[src/rtl/wts_key_event_generator.sv]
// wts_key_event_generator
// Register-file front end and key-event sequencer for one wave-table channel.
// CPU writes set the envelope rates, sustain level and gate length. KEY
// writes queue one command that is emitted as a single-cycle pulse on the
// next `active` tick. A gate timer can issue an automatic key_release.
module wts_key_event_generator (
    input  logic       clk,
    input  logic       nreset,
    input  logic       active,
    input  logic       bus_write,
    input  logic [2:0] bus_address,
    input  logic [7:0] bus_wdata,
    output logic       key_on,
    output logic       key_release,
    output logic       key_off,
    output logic [7:0] reg_ar,
    output logic [7:0] reg_dr,
    output logic [7:0] reg_sr,
    output logic [7:0] reg_rr,
    output logic [6:0] reg_sl,
    output logic       gate_active,
    output logic       cmd_pending
);

    typedef enum logic [1:0] {
        CMD_NONE = 2'd0,
        CMD_ON   = 2'd1,
        CMD_REL  = 2'd2,
        CMD_OFF  = 2'd3
    } cmd_e;

    typedef struct packed {
        logic [7:0]  ar;
        logic [7:0]  dr;
        logic [7:0]  sr;
        logic [7:0]  rr;
        logic [6:0]  sl;
        logic [15:0] gate_len;
    } env_regs_t;

    env_regs_t   regs_q;
    cmd_e        pend_q, pend_d;
    cmd_e        key_cmd;
    logic        key_wr;
    logic [15:0] gate_cnt_q, gate_cnt_d;
    logic        gate_q, gate_d;
    logic        timer_fire;

    // Register file: captured on any write strobe, independent of `active`.
    always_ff @(posedge clk or negedge nreset) begin
        if (!nreset) begin
            regs_q <= '0;
        end else if (bus_write) begin
            case (bus_address)
                3'd0: regs_q.ar             <= bus_wdata;
                3'd1: regs_q.dr             <= bus_wdata;
                3'd2: regs_q.sr             <= bus_wdata;
                3'd3: regs_q.rr             <= bus_wdata;
                3'd4: regs_q.sl             <= bus_wdata[6:0];
                3'd5: regs_q.gate_len[7:0]  <= bus_wdata;
                3'd6: regs_q.gate_len[15:8] <= bus_wdata;
                default: ;
            endcase
        end
    end

    // KEY decode: OFF beats ON beats RELEASE; all-zero command bits mean no command.
    always_comb begin
        key_wr  = bus_write && (bus_address == 3'd7);
        key_cmd = CMD_NONE;
        if (bus_wdata[2])      key_cmd = CMD_OFF;
        else if (bus_wdata[0]) key_cmd = CMD_ON;
        else if (bus_wdata[1]) key_cmd = CMD_REL;
    end

    // Pending command state register.
    always_ff @(posedge clk or negedge nreset) begin
        if (!nreset) pend_q <= CMD_NONE;
        else         pend_q <= pend_d;
    end

    // Pending next state: an active tick emits and clears; a fresh KEY write
    // lands afterwards, so it overrides both the old command and the clear.
    always_comb begin
        pend_d = pend_q;
        if (active)
            pend_d = CMD_NONE;
        if (key_wr && (key_cmd != CMD_NONE))
            pend_d = key_cmd;
    end

    // Timer expiry only counts when no command is competing for the tick.
    assign timer_fire = active && (pend_q == CMD_NONE) && (gate_cnt_q == 16'd1);

    // Gate timer and gate flag next state, advanced only on active ticks.
    always_comb begin
        gate_cnt_d = gate_cnt_q;
        gate_d     = gate_q;
        if (active) begin
            case (pend_q)
                CMD_ON: begin
                    gate_cnt_d = regs_q.gate_len;
                    gate_d     = 1'b1;
                end
                CMD_REL, CMD_OFF: begin
                    gate_cnt_d = '0;
                    gate_d     = 1'b0;
                end
                default: begin
                    if (gate_cnt_q == 16'd1) begin
                        gate_cnt_d = '0;
                        gate_d     = 1'b0;
                    end else if (gate_cnt_q > 16'd1) begin
                        gate_cnt_d = gate_cnt_q - 16'd1;
                    end
                end
            endcase
        end
    end

    // Gate timer and gate flag registers.
    always_ff @(posedge clk or negedge nreset) begin
        if (!nreset) begin
            gate_cnt_q <= '0;
            gate_q     <= 1'b0;
        end else begin
            gate_cnt_q <= gate_cnt_d;
            gate_q     <= gate_d;
        end
    end

    // Pulses are combinational with `active`, so their width is one tick.
    assign key_on      = active && (pend_q == CMD_ON);
    assign key_off     = active && (pend_q == CMD_OFF);
    assign key_release = (active && (pend_q == CMD_REL)) || timer_fire;

    assign reg_ar      = regs_q.ar;
    assign reg_dr      = regs_q.dr;
    assign reg_sr      = regs_q.sr;
    assign reg_rr      = regs_q.rr;
    assign reg_sl      = regs_q.sl;
    assign gate_active = gate_q;
    assign cmd_pending = (pend_q != CMD_NONE);

endmodule

[config.mk]
export PLATFORM = sky130hd
export DESIGN_NAME = wts_key_event_generator
export DESIGN_NICKNAME = d
export VERILOG_FILES = /design/src/rtl/wts_key_event_generator.sv
export SDC_FILE = /design/constraint.sdc
export NUM_CORES = 1
export LEC_CHECK = 0
export CAP_MARGIN = 25
export CORE_MARGIN = 8
export CORE_UTILIZATION = 53
export DETAILED_ROUTE_END_ITERATION = 8
export PLACE_DENSITY = 0.79
export SLEW_MARGIN = 20
export SYNTH_ARGS = -nofsm -noshare
export SYNTH_HDL_FRONTEND = slang
export SYNTH_SLANG_ARGS = --single-unit
export TNS_END_PERCENT = 1
[constraint.sdc]
create_clock -name clk -period 2.6 [get_ports clk]
set_clock_uncertainty 0.2 [all_clocks]
set_input_delay 0.65 -clock clk [delete_from_list [all_inputs] [get_ports clk]]
set_output_delay 0.65 -clock clk [all_outputs]
set_load 0.02 [all_outputs]
==> summary.txt, run 1 <==
Synth
  – Mean Syn Cell Area: 11.9 um2
  – Sequential share of the synthesized area: 0.507
  – Syn nets: 323
  – Yosys cell types: 46
  – Number of flops mapped to enable cells by yosys: 0
  – Yosys top cell by area: dfrtp_1
  – Synth area leaders: dfrtp_1, mux2_2, buf_4
  – Post-Syn Area: 3650 um2
  – Post-synth top area share: 0.507
  – #FFs+latches synth: 74
  – Ys Warns: 0
  – Synthesized netlist cell count: 306
  – Most used flip-flop cell after synthesis: dfrtp_1
  – FFs w/ async S/R, synth: 1.00

Flow run
  – Max Cap Viol: 0

STA
  – Final Hold Vio Count: 0
  – Post-route clock period utilization: 1.02
  – Hold_ws: 85.2 ps
  – Fmax achieved: 376 MHz
  – Worst-margin pin slew: 678 ps
  – Slew Limit Fails: 0
  – Final worst slack: -56.4 ps
  – Crit path time final: 2660 ps
  – Final setup vio count: 1
  – RSZ-0062 raised after global routing: true
  – Max-slew headroom: 0.548

Power and ir drop
  – Max VDD drop: 0.607 mV
  – Power Total: 4.29 mW
  – PwrDens: 946 nW/um2
  – Leak pwr: 1.96 nW

Worst setup path
  – WP data arrival: 1810 ps
  – Setup CP Type: register to output port
  – Crit path cell chain: nor4_1 > buf_4 > and4_1 > nor2_1 > nor3b_1 > buf_2
  – CP max stage delay: 380 ps
  – Crit path max fanout: 2
  – Worst EP required: 1750 ps
  – Worst setup EP type: output port
  – CP Launch Type: register
  – CP max-delay cell: dfrtp_1

Clocking
  – Root Driver: clkbuf_8
  – Hold_buf cts: 0
  – Worst-skew pair later-pin latency: 340 ps
  – Clk slew on worst S/H paths: 80 ps
  – Num CTS Buffers: 9
  – CTS tree: yes
  – TritonCTS Sinks: 74
  – CTS Buffer Depth: 2
  – H-tree Lvls: 3

Floorplan
  – Die X-Extent: 99.0 um
  – Die height: 99.0 um
  – Core Rows: 30
  – Die Area: 9800 um2
  – Core ar.: 6720 um2
  – I/O pin cnt: 59
  – Initial Util: 0.544

Placement
  – Placed cells: 432
  – Final HPWL DP: 6110 um
  – Port Buffers: 58
  – GPL Wtd Cong: 0.893

Global routing
  – Vias in the first global route: 2704
  – Gr usage total: 0.178
  – Largest net degree at the start of global routing: 40
  – Initial antenna violation count: 0
  – Total grt overflow: 0
  – First-pass GRT wire length: 13700 um

Status
  – Outcome: finished, violations left
  – Failing checks: setup timing

Finish
  – Antenna Cells: 0
  – Final cell count without fillers: 448
  – Final #Nets: 380
  – Fraction of layout cells with a size suffix above 1: 0.342
  – Filler cell count: 476
  – Layout Area Growth over Synthesis: 24.2%

Drt
  – Pre-antenna DRT Iters: 4
  – Via/cell ratio: 5.81
  – Drt drc: 0
  – Wire per inst: 18.7 um
  – Routed wire length: 8360 um
  – Post-route ant nets: 0
  – DR iter-0 viols: 162
  – DR vias: 2605

Worst hold path
  – Worst hold-check path type: input pin to asynchronous set/reset pin
## worst max-delay path, delay by kind of cell (launching register included)
family	cells	cell delay, ps
buffers and inverters	2	360
DFF	1	380
and+or+nand+nor	4	740
## final cells by class
type | instances | area [um2] | share of cell area
well taps | 80 | 100 | 0.0221
clock inverters | 6 | 87.6 | 0.0193
multi-input cells | 171 | 1450 | 0.320
repair buffers | 96 | 867 | 0.191
inverters | 11 | 41.3 | 0.00910
clock buffers | 10 | 138 | 0.0303
flip-flops and latches | 74 | 1850 | 0.408
## metrics by stage
stage / cell area (um2) / setup TNS (ps) / util / worst slack, ps
after global routing: 4540 / -193 / 0.675 / -193
after global placement: 4290 / -701 / 0.638 / -272
final: 4540 / -56.4 / 0.675 / -56.4
after CTS: 4510 / -132 / 0.672 / -132
after floorplan: 3650 / 0 / - / 55.2
after detailed placement: 4290 / -761 / 0.638 / -307
## report_power, final
part / internal, mW / switching, mW
registers: 1.45 / 0.205
clock network: 0.568 / 0.430
logic: 0.835 / 0.799
## cells by family after synthesis
family          after synthesis  synth area share
mux                          54             0.166
buf+inv                      61             0.104
simple gates                 60             0.103
fa+ha+maj                     2           0.00685
flops                        74             0.507
compound gates               55             0.112
## cell usage in the layout, fill, tap and decap left out, drive strengths merged, types with 4 or more instances in the layout
cell,n
dfrtp,74
clkdlybuf4s50,53
mux2,54
nor3,8
o2bb2ai,8
inv,12
a21oi,4
nor2,12
clkbuf,10
buf,40
a32oi,12
nand2,13
o21ai,17
## worst paths after layout
check	slack, ps	endpoint	from	depth (start not counted)
min	90	gate_active	nreset	1
min in group clk	280	gate_active	gate_active	1
max reg2reg	250	gate_cnt_q[6]	gate_cnt_q[0]	7
min reg2reg	280	gate_active	gate_active	1
max	-60	key_release	gate_cnt_q[15]	6
max in group asynchronous	1500	reg_sr[6]	nreset	2
## what timing repair did
item,CTS,global route
gates cloned,0,0
setup buffers,0,0
gates resized for setup,10,6
pin swaps,0,2
endpoints found under the setup margin,5,3
## metal layers
metal	part of all wire	wire length, um	track usage
met1	0.42	3520	0.209
met2	0.47	3970	0.283
met3	0.087	731	0.0677
met4	0.017	140	0.0803
met5	0	0	0
## synthesized netlist by cell type (2+ instances only)
cell       instances
and2_1             3
buf_2              4
o2bb2ai_1          8
nor3_2             2
nor4_1             2
a32oi_1           12
a21oi_1            4
a22oi_1            2
mux2_2            54
nor3_1             5
or2_2              3
nand2_1           12
dfrtp_1           74
nor3b_2            2
and3_1             2
inv_1             11
clkbuf_1           7
buf_4             39
nand2b_1           2
nand4b_1           2
nor2_1            12
ha_1               2
o21ai_0           16
o22ai_1            3
and4_1             2
## registers in the layout, indices dropped and copies added, names as in the netlist
name,flops
gate_active,1
reg_sr,8
reg_rr,8
gate_cnt_q,16
regs_q,16
reg_dr,8
pend_q,2
reg_sl,7
reg_ar,8
(Power assumes the default switching activity.)
==> run 2, diff against run 1 <==
--- a/config.mk
+++ b/config.mk
@@ -7,9 +7,10 @@
 export LEC_CHECK = 0
 export CAP_MARGIN = 25
 export CORE_MARGIN = 8
-export CORE_UTILIZATION = 53
+export CORE_UTILIZATION = 58
+export CTS_CLUSTER_SIZE = 24
 export DETAILED_ROUTE_END_ITERATION = 8
-export PLACE_DENSITY = 0.79
+export PLACE_DENSITY = 0.86
 export SLEW_MARGIN = 20
 export SYNTH_ARGS = -nofsm -noshare
 export SYNTH_HDL_FRONTEND = slang
==> constraint.sdc (replaced) <==
create_clock -name clk -period 3.4 [get_ports clk]
set_clock_uncertainty 0.2 [all_clocks]
set_input_delay 0.85 -clock clk [delete_from_list [all_inputs] [get_ports clk]]
set_output_delay 0.85 -clock clk [all_outputs]
set_load 0.02 [all_outputs]
==> summary.txt, run 2 (synthesis gave the netlist of run 1 again) <==
Status
  – Outcome: completed

Finish
  – Filler cell count: 425
  – Biggest regs: gate_cnt_q: 16 flops, regs_q: 16 flops
  – Fraction of layout cells with a size suffix above 1: 0.273
  – Final cell count without fillers: 414
  – Commonest non-fill, non-tap cells in the layout: dfrtp_1, clkdlybuf4s50_1, mux2_2
  – Core Util, Final: 0.683
  – Antenna Cells: 0
  – Final instance area: 4240 um2
  – Most common cell after layout, fill and taps aside: dfrtp_1
  – Final #Nets: 349
  – Layout Area Growth over Synthesis: 16.1%

Worst setup path
  – WP data arrival: 2180 ps
  – RR Startpoint: gate_cnt_q[0]
  – Family with the most delay on the worst path: buffers and inverters
  – CP max stage delay: 610 ps
  – Crit path max fanout: 6
  – Worst reg-to-reg path cell count: 6
  – Instance count on the critical path: 3
  – Setup CP Type: input pin to output port
  – Crit path cell chain: clkdlybuf4s50_1 > and2_1 > clkdlybuf4s50_1
  – CP max-delay cell: clkdlybuf4s50_1
  – R2r endpoint: gate_cnt_q[15]
  – Most used cell, CP: clkdlybuf4s50_1
  – Worst setup EP type: output port
  – Critical path buffers and inverters: 2
  – Worst EP required: 2350 ps
  – Reg-to-reg slack, setup: 770 ps
  – CP Launch Type: input pin

Power and ir drop
  – PwrDens: 706 nW/um2
  – Int Power: 1.94 mW
  – Share of power burned in registers: 0.437
  – Clock power share: 0.225
  – Max VDD drop: 0.488 mV
  – Leak pwr: 1.77 nW
  – Switch share: 0.352
  – Switching pwr: 1.05 mW
  – Comb power frac: 0.337

Floorplan
  – Die X-Extent: 95.4 um
  – Core Rows: 29
  – Die Area: 9090 um2
  – I/O pin cnt: 59
  – Initial Util: 0.589
  – Core ar.: 6200 um2
  – Die height: 95.4 um

Drt
  – Pre-antenna DRT Iters: 4
  – Wire per inst: 20.1 um
  – Drt drc: 0
  – DR iter-0 viols: 110
  – Routed wire length: 8310 um
  – DR vias: 2441
  – Via/cell ratio: 5.90
  – Post-route ant nets: 0

Clocking
  – Clk slew on worst S/H paths: 80 ps
  – Num CTS Buffers: 9
  – Hold_buf cts: 0
  – TritonCTS Sinks: 74
  – CTS Buffer Depth: 2
  – Worst-skew pair later-pin latency: 330 ps
  – Setup bufs post-CTS: 0
  – H-tree Lvls: 3
  – Root Driver: clkbuf_8
  – CTS tree: yes

STA
  – Setup Total Neg Slack: 0 ps
  – Max-slew headroom: 0.347
  – RSZ-0062 raised after global routing: false
  – Slew Limit Fails: 0
  – Crit path time final: 3230 ps
  – Final Hold Vio Count: 0
  – Worst-margin pin slew: 977 ps
  – Post-route clock period utilization: 0.949
  – Fmax achieved: 310 MHz
  – Final setup vio count: 0

Placement
  – Placed cells: 398
  – GPL Wtd Cong: 0.920
  – Port Buffers: 58
  – DP Area: 4050 um2
  – Final HPWL DP: 5700 um

Flow run
  – Max Cap Viol: 0

Global routing
  – Total grt overflow: 0
  – Initial antenna violation count: 0
  – First-pass GRT wire length: 13600 um
  – Gr usage total: 0.196
  – Vias in the first global route: 2618
  – Largest net degree at the start of global routing: 75

Worst hold path
  – Min-delay src: gate_active
  – Hold Path Sink: gate_active
  – WHS Path Cells: 1
  – Worst hold-check path type: register to register
-- run 2: cell types whose count changed in the layout (fill, tap and decap cells not counted), moves of 2 or more --
cell	change
clkdlybuf4s50_1	+3
buf_4	-31
clkdlybuf4s15_1	-2
clkinvlp_4	+2
-- run 2: worst max-delay path by stage --
stage / start / endpoint
floorplan: gate_cnt_q[1] / key_release
global placement: active / key_release
detailed placement: active / key_release
CTS: gate_cnt_q[1] / key_release
global route: active / key_off
finish: active / key_on
-- run 2: what timing repair did --
item                                    CTS  global route
endpoints found under the setup margin    1             1
pin swaps                                 0             0
gates resized for setup                   1             4
endpoints found under the hold margin     0             0
-- run 2: layer usage --
| layer | vias to the layer above | part of all wire | track usage |
|---|---|---|---|
| li1 | 1123 | - | - |
| met1 | 1227 | 0.42 | 0.238 |
| met2 | 87 | 0.49 | 0.314 |
| met3 | 4 | 0.090 | 0.0850 |
| met4 | 0 | 0.0022 | 0.0455 |
| met5 | - | 0 | 0 |
-- run 2: metrics by stage --
step | power (mW) | setup WS [ps] | hold WS, ps
global placement | 2.28 | 114 | 257
CTS | 3.01 | 118 | 288
detailed placement | 2.33 | 95.3 | 269
finish | 2.99 | 174 | 284
floorplan | 2.05 | 655 | 251
global route | 3.17 | 107 | 310
-- run 2: cell type report --
type / instances / area [um2] / share of cell area
clock inverter: 7 / 68.8 / 0.0162
sequential: 74 / 1850 / 0.437
multi-input combinational: 171 / 1420 / 0.335
tap: 77 / 96.3 / 0.0227
clock buffer: 9 / 124 / 0.0292
timing repair buffer: 65 / 636 / 0.150
inverter: 11 / 41.3 / 0.00974
-- run 2: power groups by stage --
stage	Sequential [mW]	Combinational (mW)	Clock (mW)
after floorplan	1.27	0.780	0
after global routing	1.34	1.10	0.725
after global placement	1.29	0.982	0
after detailed placement	1.32	1.01	0
final	1.31	1.01	0.675
after CTS	1.31	1.02	0.690
==> run 3, diff against run 2 <==
--- a/config.mk
+++ b/config.mk
@@ -11,6 +11,7 @@
 export CTS_CLUSTER_SIZE = 24
 export DETAILED_ROUTE_END_ITERATION = 8
 export PLACE_DENSITY = 0.86
+export REMOVE_ABC_BUFFERS = 1
 export SLEW_MARGIN = 20
 export SYNTH_ARGS = -nofsm -noshare
 export SYNTH_HDL_FRONTEND = slang
==> summary.txt, run 3 (synthesis gave the netlist of run 1 again) <==
STA
  – Post-route clock period utilization: 0.947
  – RSZ-0062 raised after global routing: false
  – Fmax achieved: 311 MHz
  – Worst-margin pin slew: 949 ps
  – Max-slew headroom: 0.365
  – Final Hold Vio Count: 0
  – Crit path time final: 3220 ps
  – Final setup vio count: 0
  – Slew Limit Fails: 0
  – Setup Total Neg Slack: 0 ps

Worst setup path
  – WP data arrival: 2170 ps
  – R2r endpoint: gate_cnt_q[15]
  – Crit path max fanout: 3
  – Critical path destination: key_release
  – CP startpoint: gate_cnt_q[1]
  – Setup CP Type: register to output port
  – CP Launch Type: register
  – Worst EP required: 2350 ps
  – Reg-to-reg slack, setup: 800 ps
  – Worst reg-to-reg path cell count: 6
  – RR Startpoint: gate_cnt_q[0]
  – Worst setup EP type: output port

Finish
  – Antenna Cells: 0
  – Final #Nets: 350
  – Biggest regs: gate_cnt_q: 16 flops, regs_q: 16 flops
  – Final cell count without fillers: 415
  – Core Util, Final: 0.690
  – Multi-input gate area: 1420 um2
  – Layout Area Growth over Synthesis: 17.2%
  – Final instance area: 4280 um2
  – Most common cell after layout, fill and taps aside: dfrtp_1
  – Filler cell count: 414
  – Commonest non-fill, non-tap cells in the layout: dfrtp_1, clkdlybuf4s50_1, mux2_2
  – Register area: 1850 um2
  – Fraction of layout cells with a size suffix above 1: 0.269

Global routing
  – First-pass GRT wire length: 13700 um
  – Gr usage total: 0.197
  – Largest net degree at the start of global routing: 49
  – Initial antenna violation count: 0
  – Vias in the first global route: 2668
  – Total grt overflow: 0

Drt
  – Highest metal used: met4
  – Metal2 WL: 4190 um
  – Wire per inst: 20.3 um
  – Via/cell ratio: 5.98
  – DR iter-0 viols: 157
  – Drt drc: 0
  – Post-route ant nets: 0
  – Wire length on met3: 711 um
  – Pre-antenna DRT Iters: 5
  – DR vias: 2483
  – Routed wire length: 8400 um
  – DRT met1 WL: 3370 um

Power and ir drop
  – Max VDD drop: 0.510 mV
  – Power Total: 3.10 mW
  – Leak pwr: 1.80 nW
  – PwrDens: 725 nW/um2

Placement
  – GPL Wtd Cong: 0.847
  – Placed cells: 399
  – Port Buffers: 58
  – DP Area: 4060 um2
  – Final HPWL DP: 6080 um

Floorplan
  – Core Rows: 29
  – I/O pin cnt: 59
  – Core ar.: 6200 um2
  – Initial Util: 0.589
  – Die Area: 9090 um2
  – Die X-Extent: 95.4 um
  – Die height: 95.4 um

Worst hold path
  – Worst hold-check path type: register to register
  – WHS Path Cells: 1

Clocking
  – Worst-skew pair later-pin latency: 350 ps
  – CTS tree: yes
  – Num CTS Buffers: 9
  – CTS Buffer Depth: 2
  – H-tree Lvls: 3
  – Root Driver: clkbuf_8
  – TritonCTS Sinks: 74
  – Clk slew on worst S/H paths: 80 ps
  – Hold_buf cts: 0

Status
  – Outcome: completed

Flow run
  – Max Cap Viol: 0
## run 3: cell types whose count changed in the layout (fill, tap and decap cells not counted), sizes merged
cell         change
clkbuf           -1
clkinvlp         -1
dlygate4sd2      +1
clkinv           -2
bufinv           +1
buf              +1
inv              +2
## run 3: cell type report
type / count / area share
Inverter: 11 / 0.00965
Timing Repair Buffer: 66 / 0.151
Clock buffer: 9 / 0.0289
Tap cell: 77 / 0.0225
Multi-Input combinational cell: 171 / 0.332
Sequential cell: 74 / 0.433
Clock inverter: 7 / 0.0231
## run 3: per-stage QoR
stage	setup slack (ps)	hold slack, ps
6_report	180	276
2_1_floorplan	655	271
3_3_place_gp	164	258
5_1_grt	22.5	298
4_1_cts	134	283
3_5_place_dp	152	266
## run 3: timing repair
item                                    in CTS  in global routing
resized for setup                            1                  0
endpoints found under the setup margin       1                  0
setup buffers                                0                  0
## run 3: report_power, final
part	switching [mW]	internal [mW]	total, mW	leakage (nW)
registers	0.205	1.11	1.32	0.906
logic	0.529	0.491	1.02	0.782
clock network	0.347	0.419	0.766	0.111
total	1.08	2.02	3.10	1.80
## run 3: critical path, cell delays in order (launching register included)
cell and delay [ps]:
dfrtp_1 410, inv_1 100, ha_1 240, nor4b_1 230, and4_1 270, nor2_1 50, nor3b_1 160, dlygate4sd2_1 360
## run 3: layer usage
layer	vias up	track usage
met4	0	0.0728
met1	1238	0.232
met2	108	0.322
li1	1121	-
met5	-	0
met3	16	0.0724
## run 3: how the worst min path moves through the flow
stage / startpoint / slack, ps / endpoint
CTS: gate_active / 280 / gate_active
floorplan: regs_q[6] / 270 / regs_q[6]
detailed placement: gate_active / 270 / gate_active
finish: gate_active / 280 / gate_active
global placement: gate_active / 260 / gate_active
global route: gate_active / 300 / gate_active
